<file path="src/rtl/ysyx_24100027_idu_stage.sv">
// RV32I/RV32E decode stage: valid/ready in from IFU, registered decoded bundle out to EXU.
// Flags undecodable instructions and parks the front end after an EBREAK retires.
module ysyx_24100027_idu_stage #(
    parameter int XLEN     = 32,
    parameter int NR_REG   = 32,
    parameter bit EN_ZICSR = 1'b0
) (
    input  logic            clk,
    input  logic            rst_n,
    input  logic            flush,
    input  logic            in_valid,
    output logic            in_ready,
    input  logic [XLEN-1:0] in_pc,
    input  logic [31:0]     in_inst,
    output logic            out_valid,
    input  logic            out_ready,
    output logic [XLEN-1:0] out_pc,
    output logic [4:0]      out_rd,
    output logic [4:0]      out_rs1,
    output logic [4:0]      out_rs2,
    output logic [XLEN-1:0] out_imm,
    output logic            out_Regwr,
    output logic [3:0]      out_Aluctr,
    output logic [2:0]      out_Extop,
    output logic            out_AluActr,
    output logic [1:0]      out_AluBctr,
    output logic [2:0]      out_Branch,
    output logic [2:0]      out_funct3,
    output logic            out_memrd,
    output logic            out_memwr,
    output logic            out_illegal,
    output logic            out_trap,
    output logic            halted
);

    localparam logic [0:0] ST_RUN  = 1'b0;
    localparam logic [0:0] ST_HALT = 1'b1;

    localparam logic [4:0] OPC_LOAD   = 5'b00000;
    localparam logic [4:0] OPC_OPIMM  = 5'b00100;
    localparam logic [4:0] OPC_AUIPC  = 5'b00101;
    localparam logic [4:0] OPC_STORE  = 5'b01000;
    localparam logic [4:0] OPC_OP     = 5'b01100;
    localparam logic [4:0] OPC_LUI    = 5'b01101;
    localparam logic [4:0] OPC_BRANCH = 5'b11000;
    localparam logic [4:0] OPC_JALR   = 5'b11001;
    localparam logic [4:0] OPC_JAL    = 5'b11011;
    localparam logic [4:0] OPC_SYSTEM = 5'b11100;

    localparam logic [2:0] EXT_I = 3'b000;
    localparam logic [2:0] EXT_U = 3'b001;
    localparam logic [2:0] EXT_S = 3'b010;
    localparam logic [2:0] EXT_B = 3'b011;
    localparam logic [2:0] EXT_J = 3'b100;

    localparam logic [3:0] ALU_ADD   = 4'b0000;
    localparam logic [3:0] ALU_SUB   = 4'b1000;
    localparam logic [3:0] ALU_SRA   = 4'b1101;
    localparam logic [3:0] ALU_COPYB = 4'b1111;

    localparam logic [1:0] BSEL_RS2  = 2'b00;
    localparam logic [1:0] BSEL_IMM  = 2'b01;
    localparam logic [1:0] BSEL_FOUR = 2'b10;

    localparam logic [2:0] BR_NONE = 3'b000;
    localparam logic [2:0] BR_JAL  = 3'b001;
    localparam logic [2:0] BR_JALR = 3'b010;
    localparam logic [2:0] BR_COND = 3'b011;

    localparam logic [31:0] INST_EBREAK = 32'h0010_0073;
    localparam logic [6:0]  F7_ZERO     = 7'b0000000;
    localparam logic [6:0]  F7_ALT      = 7'b0100000;

    typedef struct packed {
        logic [XLEN-1:0] pc;
        logic [4:0]      rd;
        logic [4:0]      rs1;
        logic [4:0]      rs2;
        logic [XLEN-1:0] imm;
        logic            regwr;
        logic [3:0]      aluctr;
        logic [2:0]      extop;
        logic            aluactr;
        logic [1:0]      alubctr;
        logic [2:0]      branch;
        logic [2:0]      funct3;
        logic            memrd;
        logic            memwr;
        logic            illegal;
        logic            trap;
    } bundle_t;

    logic [0:0] state_q, state_d;
    logic       out_valid_q, out_valid_d;
    bundle_t    bundle_q, bundle_d;

    bundle_t    dec_raw, dec;
    logic       use_rd, use_rs1, use_rs2, imm_en, ill_raw;
    logic [31:0]     imm32;
    logic [XLEN-1:0] imm_ext;

    logic [4:0] opc;
    logic [2:0] f3;
    logic [6:0] f7;
    logic [4:0] rd_f, rs1_f, rs2_f;

    assign opc   = in_inst[6:2];
    assign f3    = in_inst[14:12];
    assign f7    = in_inst[31:25];
    assign rd_f  = in_inst[11:7];
    assign rs1_f = in_inst[19:15];
    assign rs2_f = in_inst[24:20];

    function automatic logic reg_ok(input logic [4:0] r);
        return ({1'b0, r} < 6'(NR_REG));
    endfunction

    // Opcode-level decode: control fields, which register fields the format uses, raw legality.
    always_comb begin
        dec_raw        = '0;
        dec_raw.pc     = in_pc;
        dec_raw.funct3 = f3;
        use_rd         = 1'b0;
        use_rs1        = 1'b0;
        use_rs2        = 1'b0;
        imm_en         = 1'b1;
        ill_raw        = 1'b0;
        case (opc)
            OPC_LUI: begin
                dec_raw.extop   = EXT_U;
                dec_raw.aluctr  = ALU_COPYB;
                dec_raw.alubctr = BSEL_IMM;
                dec_raw.regwr   = 1'b1;
                use_rd          = 1'b1;
            end
            OPC_AUIPC: begin
                dec_raw.extop   = EXT_U;
                dec_raw.aluactr = 1'b1;
                dec_raw.alubctr = BSEL_IMM;
                dec_raw.aluctr  = ALU_ADD;
                dec_raw.regwr   = 1'b1;
                use_rd          = 1'b1;
            end
            OPC_JAL: begin
                dec_raw.extop   = EXT_J;
                dec_raw.aluactr = 1'b1;
                dec_raw.alubctr = BSEL_FOUR;
                dec_raw.branch  = BR_JAL;
                dec_raw.regwr   = 1'b1;
                use_rd          = 1'b1;
            end
            OPC_JALR: begin
                // ALU produces the link value; EXU forms the target from rs1 + imm.
                dec_raw.extop   = EXT_I;
                dec_raw.aluactr = 1'b1;
                dec_raw.alubctr = BSEL_FOUR;
                dec_raw.branch  = BR_JALR;
                dec_raw.regwr   = 1'b1;
                use_rd          = 1'b1;
                use_rs1         = 1'b1;
                ill_raw         = (f3 != 3'b000);
            end
            OPC_BRANCH: begin
                dec_raw.extop   = EXT_B;
                dec_raw.branch  = BR_COND;
                dec_raw.aluctr  = ALU_SUB;
                dec_raw.alubctr = BSEL_RS2;
                use_rs1         = 1'b1;
                use_rs2         = 1'b1;
                ill_raw         = (f3 == 3'b010) || (f3 == 3'b011);
            end
            OPC_LOAD: begin
                dec_raw.extop   = EXT_I;
                dec_raw.alubctr = BSEL_IMM;
                dec_raw.memrd   = 1'b1;
                dec_raw.regwr   = 1'b1;
                use_rd          = 1'b1;
                use_rs1         = 1'b1;
                ill_raw         = (f3 == 3'b011) || (f3 == 3'b110) || (f3 == 3'b111);
            end
            OPC_STORE: begin
                dec_raw.extop   = EXT_S;
                dec_raw.alubctr = BSEL_IMM;
                dec_raw.memwr   = 1'b1;
                use_rs1         = 1'b1;
                use_rs2         = 1'b1;
                ill_raw         = (f3 >= 3'b011);
            end
            OPC_OPIMM: begin
                dec_raw.extop   = EXT_I;
                dec_raw.alubctr = BSEL_IMM;
                dec_raw.aluctr  = {1'b0, f3};
                dec_raw.regwr   = 1'b1;
                use_rd          = 1'b1;
                use_rs1         = 1'b1;
                if (f3 == 3'b001) begin
                    ill_raw = (f7 != F7_ZERO);
                end else if (f3 == 3'b101) begin
                    if (f7 == F7_ALT) begin
                        dec_raw.aluctr = ALU_SRA;
                    end else if (f7 != F7_ZERO) begin
                        ill_raw = 1'b1;
                    end
                end
            end
            OPC_OP: begin
                dec_raw.alubctr = BSEL_RS2;
                dec_raw.aluctr  = {f7[5], f3};
                dec_raw.regwr   = 1'b1;
                use_rd          = 1'b1;
                use_rs1         = 1'b1;
                use_rs2         = 1'b1;
                imm_en          = 1'b0;
                ill_raw = !((f7 == F7_ZERO) ||
                            ((f7 == F7_ALT) && ((f3 == 3'b000) || (f3 == 3'b101))));
            end
            OPC_SYSTEM: begin
                dec_raw.extop = EXT_I;
                if (f3 == 3'b000) begin
                    if (in_inst == INST_EBREAK) begin
                        dec_raw.trap = 1'b1;
                    end else begin
                        ill_raw = 1'b1;
                    end
                end else if (EN_ZICSR && (f3 != 3'b100)) begin
                    // csrr*i carry a zero-extended immediate in the rs1 slot, not a register.
                    dec_raw.alubctr = BSEL_IMM;
                    dec_raw.regwr   = 1'b1;
                    use_rd          = 1'b1;
                    use_rs1         = ~f3[2];
                end else begin
                    ill_raw = 1'b1;
                end
            end
            default: begin
                ill_raw = 1'b1;
                imm_en  = 1'b0;
            end
        endcase
    end

    always_comb begin
        imm32 = '0;
        case (dec_raw.extop)
            EXT_I:   imm32 = {{20{in_inst[31]}}, in_inst[31:20]};
            EXT_U:   imm32 = {in_inst[31:12], 12'b0};
            EXT_S:   imm32 = {{20{in_inst[31]}}, in_inst[31:25], in_inst[11:7]};
            EXT_B:   imm32 = {{19{in_inst[31]}}, in_inst[31], in_inst[7],
                              in_inst[30:25], in_inst[11:8], 1'b0};
            EXT_J:   imm32 = {{11{in_inst[31]}}, in_inst[31], in_inst[19:12],
                              in_inst[20], in_inst[30:21], 1'b0};
            default: imm32 = '0;
        endcase
        imm_ext = XLEN'($signed(imm32));
    end

    // Final bundle: zero unused indices, range-check used ones, neutralise illegal controls.
    always_comb begin
        logic ill;
        dec     = dec_raw;
        dec.imm = imm_en ? imm_ext : '0;
        dec.rd  = use_rd  ? rd_f  : 5'd0;
        dec.rs1 = use_rs1 ? rs1_f : 5'd0;
        dec.rs2 = use_rs2 ? rs2_f : 5'd0;
        ill = ill_raw || (in_inst[1:0] != 2'b11)
            || (use_rd  && !reg_ok(rd_f))
            || (use_rs1 && !reg_ok(rs1_f))
            || (use_rs2 && !reg_ok(rs2_f));
        if (ill) begin
            dec.regwr  = 1'b0;
            dec.memrd  = 1'b0;
            dec.memwr  = 1'b0;
            dec.branch = BR_NONE;
            dec.trap   = 1'b0;
        end
        if (dec.rd == 5'd0) begin
            dec.regwr = 1'b0;
        end
        dec.illegal = ill;
    end

    logic accept, retire, go_halt;

    assign in_ready = (state_q == ST_RUN) && (!out_valid_q || out_ready);
    assign accept   = in_valid && in_ready && !flush;
    assign retire   = out_valid_q && out_ready;
    // A flush in the retire cycle cancels the EBREAK, so no halt.
    assign go_halt  = (state_q == ST_RUN) && retire && bundle_q.trap && !flush;

    always_comb begin
        state_d     = go_halt ? ST_HALT : state_q;
        bundle_d    = bundle_q;
        out_valid_d = out_valid_q;
        if (flush || go_halt) begin
            out_valid_d = 1'b0;
        end else if (accept) begin
            out_valid_d = 1'b1;
        end else if (retire) begin
            out_valid_d = 1'b0;
        end
        if (accept && !go_halt) begin
            bundle_d = dec;
        end
    end

    always_ff @(posedge clk or negedge rst_n) begin
        if (!rst_n) begin
            state_q     <= ST_RUN;
            out_valid_q <= 1'b0;
            bundle_q    <= '0;
        end else begin
            state_q     <= state_d;
            out_valid_q <= out_valid_d;
            bundle_q    <= bundle_d;
        end
    end

    assign out_valid   = out_valid_q;
    assign halted      = (state_q == ST_HALT);
    assign out_pc      = bundle_q.pc;
    assign out_rd      = bundle_q.rd;
    assign out_rs1     = bundle_q.rs1;
    assign out_rs2     = bundle_q.rs2;
    assign out_imm     = bundle_q.imm;
    assign out_Regwr   = bundle_q.regwr;
    assign out_Aluctr  = bundle_q.aluctr;
    assign out_Extop   = bundle_q.extop;
    assign out_AluActr = bundle_q.aluactr;
    assign out_AluBctr = bundle_q.alubctr;
    assign out_Branch  = bundle_q.branch;
    assign out_funct3  = bundle_q.funct3;
    assign out_memrd   = bundle_q.memrd;
    assign out_memwr   = bundle_q.memwr;
    assign out_illegal = bundle_q.illegal;
    assign out_trap    = bundle_q.trap;

endmodule
</file>
<file path="config.mk">
export PLATFORM = sky130hd
export DESIGN_NAME = ysyx_24100027_idu_stage
export DESIGN_NICKNAME = d
export VERILOG_FILES = /design/src/rtl/ysyx_24100027_idu_stage.sv
export SDC_FILE = /design/constraint.sdc
export NUM_CORES = 1
export LEC_CHECK = 0
export ABC_AREA = 1
export BUFFER_PORTS_ARGS = -buffer_cell sky130_fd_sc_hd__buf_2
export CELL_PAD_IN_SITES_DETAIL_PLACEMENT = 1
export CELL_PAD_IN_SITES_GLOBAL_PLACEMENT = 2
export CORE_MARGIN = 2
export CORE_UTILIZATION = 29
export DETAILED_ROUTE_END_ITERATION = 7
export GPL_TIMING_DRIVEN = 0
export PLACE_DENSITY = 0.82
export SYNTH_ARGS = -nofsm -noshare
export SYNTH_HDL_FRONTEND = slang
export SYNTH_SLANG_ARGS = --single-unit
</file>
<file path="constraint.sdc">
create_clock -name clk -period 3.2 [get_ports clk]
set_input_delay 0.16 -clock clk [delete_from_list [all_inputs] [get_ports clk]]
set_output_delay 0.16 -clock clk [all_outputs]
set_load 0.02 [all_outputs]
</file>
==> impl_metrics.json, run 1 <==
{
  "status": "finished, final reports clean",
  "syn_nets": 657,
  "hold_buffers": 7,
  "grt_max_degree": 52,
  "setup_viol": 0,
  "core_um2": 15700,
  "final_area_um2": 6120,
  "post-place-ws_ps": 1370,
  "cp.arrival_ps": 2080,
  "finalWorstSetupSlack_ps": 1370,
  "htree_levels": 3,
  "fin_util": 0.390,
  "avgSynthCellArea_um2": 7.83,
  "final_cell_mix": "nand2_1 (274), buf_2 (179), dfrtp_1 (101)",
  "fin_skew_ps": 2.75,
  "worst-r2r-cell-count": 8,
  "met1_usage": 0.255,
  "initialDrtViolationCount": 192,
  "use_met3": 0.0447,
  "crit_required_ps": 3450,
  "rows": 46,
  "synth_top_area_cell": "dfrtp_1",
  "drc": 0,
  "syn-cell-area_um2": 4600,
  "synth.area.top_cells": "dfrtp_1 (55%), nand2_1 (22%), nor2_1 (3.8%)",
  "cts_resized": 0,
  "synth.distinct_cells": 26,
  "power_uw": 2680,
  "area_delta_synth_final_pct": 33.1,
  "drtPass1Iterations": 4,
  "clk_pin_slew_ps": 70,
  "worst_slew_pin_slew_ps": 691,
  "synthArstFlopShare": 1.00,
  "multi_input_area_um2": 1820,
  "ant_nets": 0,
  "yosysWarnings": 0,
  "hpwl_mm": 12.4,
  "gp_congestion": 0.897,
  "drt-total-wl_mm": 16.0,
  "fin_crit_sh": 0.573,
  "worstHoldPathType": "input port to flip-flop",
  "cts_tree": "yes",
  "grt.total_usage": 0.192,
  "end_kind": "flip-flop",
  "cts.sinks": 101,
  "startpoint_type": "flip-flop",
  "cts_setup_buffers": 0,
  "synth_cells": 588,
  "yosys_most_used_dff": "dfrtp_1",
  "post_drt_wl_per_cell_um": 16.0,
  "cts_buffer_depth": 2,
  "pin_count": 172,
  "drive_gt1_frac": 0.274,
  "die_h_um": 130,
  "grt_remaining_overflow": 0,
  "die-width_um": 130,
  "n_fill_cell": 1953,
  "powerDensity_nw_per_um2": 437,
  "nNetsFinal": 846,
  "worstSkewPairLatency_ps": 350,
  "crit_type": "flip-flop to flip-flop",
  "antenna_found_initial": 0,
  "ys_ff_latch": 101,
  "vias": 4591,
  "port_buffers": 170,
  "clock.fmax_mhz": 545,
  "grt_pass1_wl_mm": 24.9,
  "tns_ps": 0,
  "yosysTopAreaCellShare": 0.549,
  "slew_headroom": 0.539,
  "ir_drop_mv": 0.243,
  "avgViaCountPerCell": 4.59,
  "min_period_ps": 1830,
  "grt_use_met2": 0.305,
  "top_usage_layer": "met2",
  "initial_core_util": 0.293,
  "seq_area_frac_synth": 0.549,
  "synth_edf_count": 0,
  "min_delay_path_depth": 3,
  "maxCapViolations": 0,
  "cts-root-buf": "clkbuf_16",
  "cellLeakagePower_uw": 0.00355,
  "cts_buffers": 9,
  "placed_cell_area_um2": 5750,
  "layout_commonest_cell": "nand2_1",
  "hold_viol_final": 0,
  "first_global_vias": 4727,
  "grt_setup_unrepaired": "false",
  "worstPathMaxFanout": 10,
  "seqCellArea_um2": 2530,
  "dieArea_um2": 16900,
  "drv_slew": 0
}
## final cells by class
| cell class | count | share of cell area |
|---|---|---|
| clock inverters | 3 | 0.00736 |
| clock buffers | 13 | 0.0409 |
| repair buffers | 178 | 0.155 |
| plain buffers | 22 | 0.0180 |
| multi-input cells | 427 | 0.298 |
| diodes | 2 | 0.000817 |
| flip-flops and latches | 101 | 0.413 |
| well taps | 216 | 0.0441 |
| inverters | 38 | 0.0233 |
## routing by layer
metal / routed length [um] / up-vias
met5: 0 / -
met4: 289 / 0
met3: 837 / 19
met2: 7640 / 119
met1: 7230 / 2231
li1: - / 2222
## flip-flops by register name, indices dropped and copies added (netlist names)
signal       flops
out_imm         32
out_pc          32
out_rd           5
out_rs1          5
out_rs2          5
out_Aluctr       4
out_Extop        3
out_funct3       3
out_AluBctr      2
out_Branch       2
halted           1
out_AluActr      1
out_Regwr        1
out_illegal      1
out_memrd        1
out_memwr        1
out_trap         1
out_valid        1
## cell usage after synthesis (5+ instances only)
master	number
o22ai_1	5
nand4_1	5
o31ai_1	11
clkbuf_1	9
nand2_2	6
inv_2	5
o21ai_0	24
buf_2	10
nand2_1	274
nand3_1	18
inv_1	33
nor2_1	46
dfrtp_1	101
nor3_1	7
o21ai_1	15
## worst paths after layout
kind,start,endpoint,slack [ps]
worst max-delay path,halted,out_rd[1],1370
worst min-delay path,in_pc[28],out_pc[28],10
worst max register to register,halted,out_rd[1],1370
worst min register to register,out_pc[10],out_pc[10],470
max in group asynchronous,rst_n,out_imm[14],2120
min in group asynchronous,rst_n,out_pc[26],390
## report_power, final
| group | switching, uW | internal, uW |
|---|---|---|
| registers | 11.1 | 1300 |
| logic | 169 | 84.6 |
| clock network | 486 | 629 |
## kinds of logic after synthesis
logic type             count (synthesis)  share of synthesized area
AND/OR/NAND/NOR                      362                      0.315
flip-flops                           101                      0.549
AO/OA/AOI/OAI                         64                     0.0797
buffers and inverters                 60                     0.0549
other                                  1                   0.000815
## critical path, stage by stage (launching register included)
cell	delay, ps
dfrtp_1	410
inv_1	80
nand2_1	60
o21bai_1	250
nor2_4	130
inv_2	140
clkbuf_1	440
nand2_1	110
o31ai_1	100
## per-stage QoR
stage          cells  hold slack, ps
4_1_cts          998           0.581
2_1_floorplan    588            -136
6_report        1000            11.7
5_1_grt          998           0.889
3_5_place_dp     975             242
3_3_place_gp     974             353
(Power assumes the default switching activity.)
==> run 2, diff against run 1 <==
--- a/config.mk
+++ b/config.mk
@@ -10,10 +10,10 @@
 export CELL_PAD_IN_SITES_DETAIL_PLACEMENT = 1
 export CELL_PAD_IN_SITES_GLOBAL_PLACEMENT = 2
 export CORE_MARGIN = 2
-export CORE_UTILIZATION = 29
+export CORE_UTILIZATION = 27
 export DETAILED_ROUTE_END_ITERATION = 7
 export GPL_TIMING_DRIVEN = 0
-export PLACE_DENSITY = 0.82
+export PLACE_DENSITY = 0.77
 export SYNTH_ARGS = -nofsm -noshare
 export SYNTH_HDL_FRONTEND = slang
 export SYNTH_SLANG_ARGS = --single-unit
==> constraint.sdc (replaced) <==
create_clock -name clk -period 1.9 [get_ports clk]
set_input_delay 0.095 -clock clk [delete_from_list [all_inputs] [get_ports clk]]
set_output_delay 0.095 -clock clk [all_outputs]
set_load 0.02 [all_outputs]
==> run 2 against run 1 <==
  * Clock skew is 3.6 ps higher
  * Combinational power is 88% higher
  * Non-clock buffer count is 32 higher
  * Fmax is 2.5% higher
  * Via count is 2.6% higher
  * Setup slack worse by 1300 ps
  * Routed wire length is 4.9% higher
  * Critical path type unchanged
==> impl_metrics.json, run 2 (synthesis results as in run 1) <==
{
  "status": "finished, final reports clean",
  "worst_slew_pin_slew_ps": 567,
  "pin_count": 172,
  "cpMostUsedCell": "nand2_1",
  "grt_max_degree": 63,
  "hpwl_mm": 12.8,
  "grt.total_usage": 0.189,
  "drive_gt1_frac": 0.272,
  "htree_levels": 3,
  "p_sw_uw": 1110,
  "cts_buffers": 9,
  "port_buffers": 170,
  "drc": 0,
  "r2r-start": "out_valid",
  "ir_drop_mv": 0.429,
  "p_int_uw": 3510,
  "nNetsFinal": 878,
  "worstHoldPathType": "input port to flip-flop",
  "first_global_vias": 5019,
  "fin_util": 0.389,
  "vias": 4709,
  "cpPeakStageDelay_ps": 400,
  "slew_headroom": 0.620,
  "post_drt_wl_per_cell_um": 16.2,
  "cts-root-buf": "clkbuf_16",
  "clkPwrFrac": 0.421,
  "core_um2": 16600,
  "placed_cell_area_um2": 5760,
  "cts.sinks": 101,
  "dr_wl_met3_um": 685,
  "die_h_um": 135,
  "wl_met1_mm": 7.51,
  "fin_skew_ps": 6.33,
  "hold_viol_final": 0,
  "die-width_um": 135,
  "grt_remaining_overflow": 0,
  "n_fill_cell": 2070,
  "layout_commonest_cell": "nand2_1",
  "worstPathMaxFanout": 10,
  "power_uw": 4620,
  "switching_share": 0.240,
  "post-place-ws_ps": 106,
  "powerDensity_nw_per_um2": 715,
  "hold_start": "in_inst[29]",
  "path_cells": "inv_2 -> nor2_1 -> nor2_2 -> nand2_1 -> nor2_4 -> inv_2 -> buf_4 -> buf_2 -> nand2_1 -> nand2_1",
  "crit_path_top_delay_cell": "dfrtp_1",
  "clk_pin_slew_ps": 70,
  "dieArea_um2": 18100,
  "final_area_um2": 6470,
  "avgViaCountPerCell": 4.55,
  "fin_crit_sh": 0.942,
  "tns_ps": 0,
  "ant_nets": 0,
  "rows": 47,
  "dr_wl_met2_mm": 8.39,
  "gp_congestion": 0.890,
  "initialDrtViolationCount": 187,
  "crit_type": "flip-flop to flip-flop",
  "grt_setup_unrepaired": "true",
  "initial_core_util": 0.277,
  "min_period_ps": 1790,
  "drv_slew": 0,
  "end_kind": "flip-flop",
  "crit_required_ps": 2150,
  "cts_buffer_depth": 2,
  "cellLeakagePower_uw": 0.00372,
  "p_comb_frac": 0.103,
  "top_layer": "met4",
  "grt_pass1_wl_mm": 26.6,
  "finalWorstSetupSlack_ps": 111,
  "reg2reg_setup_slack_ps": 110,
  "area_delta_synth_final_pct": 40.5,
  "cp.arrival_ps": 2030,
  "setup_viol": 0,
  "worstSkewPairLatency_ps": 350,
  "startpoint_type": "flip-flop",
  "final_cell_mix": "nand2_1 (274), buf_2 (178), dfrtp_1 (101)",
  "cts_tree": "yes",
  "maxCapViolations": 0,
  "crit_start": "out_valid",
  "clock.fmax_mhz": 559,
  "seq_power_share": 0.476,
  "drtPass1Iterations": 4,
  "antenna_found_initial": 1,
  "drt-total-wl_mm": 16.8
}
[run 2: metrics by stage]
stage,cells,hold slack (ps)
after global placement,978,288
after floorplan,588,-201
after detailed placement,979,127
final,1034,9.41
after global routing,1034,10.4
after CTS,1031,3.75
[run 2: layout make-up]
type                    instances  area, um2  area share
repair buffers                210       1270       0.196
diodes                          1       2.50    0.000387
clock inverters                 4       73.8      0.0114
well taps                     220        275      0.0426
multi-input cells             427       1830       0.282
plain buffers                  22        120      0.0186
clock buffers                  11        233      0.0360
inverters                      38        143      0.0221
flip-flops and latches        101       2530       0.391
[run 2: final timing paths]
kind | endpoint | depth (start not counted)
min in group asynchronous | out_pc[20] | 2
max in group asynchronous | out_AluBctr[0] | 3
setup / recovery | out_pc[12] | 10
setup reg to reg | out_pc[12] | 10
hold / removal | out_imm[9] | 3
hold reg to reg | out_Aluctr[0] | 2
[run 2: what timing repair did]
item                                    in CTS  in global routing
gates resized for setup                      0                  9
endpoints found under the setup margin       0                 63
hold buffers                                37                  0
hold endpoints to repair                    75                  0
setup buffers                                0                  2
[run 2: per-layer routing]
| layer | vias up | global-route usage |
|---|---|---|
| li1 | 2287 | - |
| met1 | 2317 | 0.237 |
| met2 | 91 | 0.332 |
| met3 | 14 | 0.0424 |
| met4 | 0 | 0.0456 |
| met5 | - | 0 |
[run 2: power by group through the flow]
stage	Combinational, uW	Sequential, uW	Clock (uW)
3_5_place_dp	420	2240	0
4_1_cts	481	2200	2000
6_report	476	2200	1940
5_1_grt	527	2200	2110
2_1_floorplan	137	2280	0
3_3_place_gp	403	2240	0
[run 2: worst max-delay path: cells and delay by family (launching register included)]
family	cells	cell delay (ps)
flip-flops	1	400
buffers and inverters	4	610
AND/OR/NAND/NOR	6	660
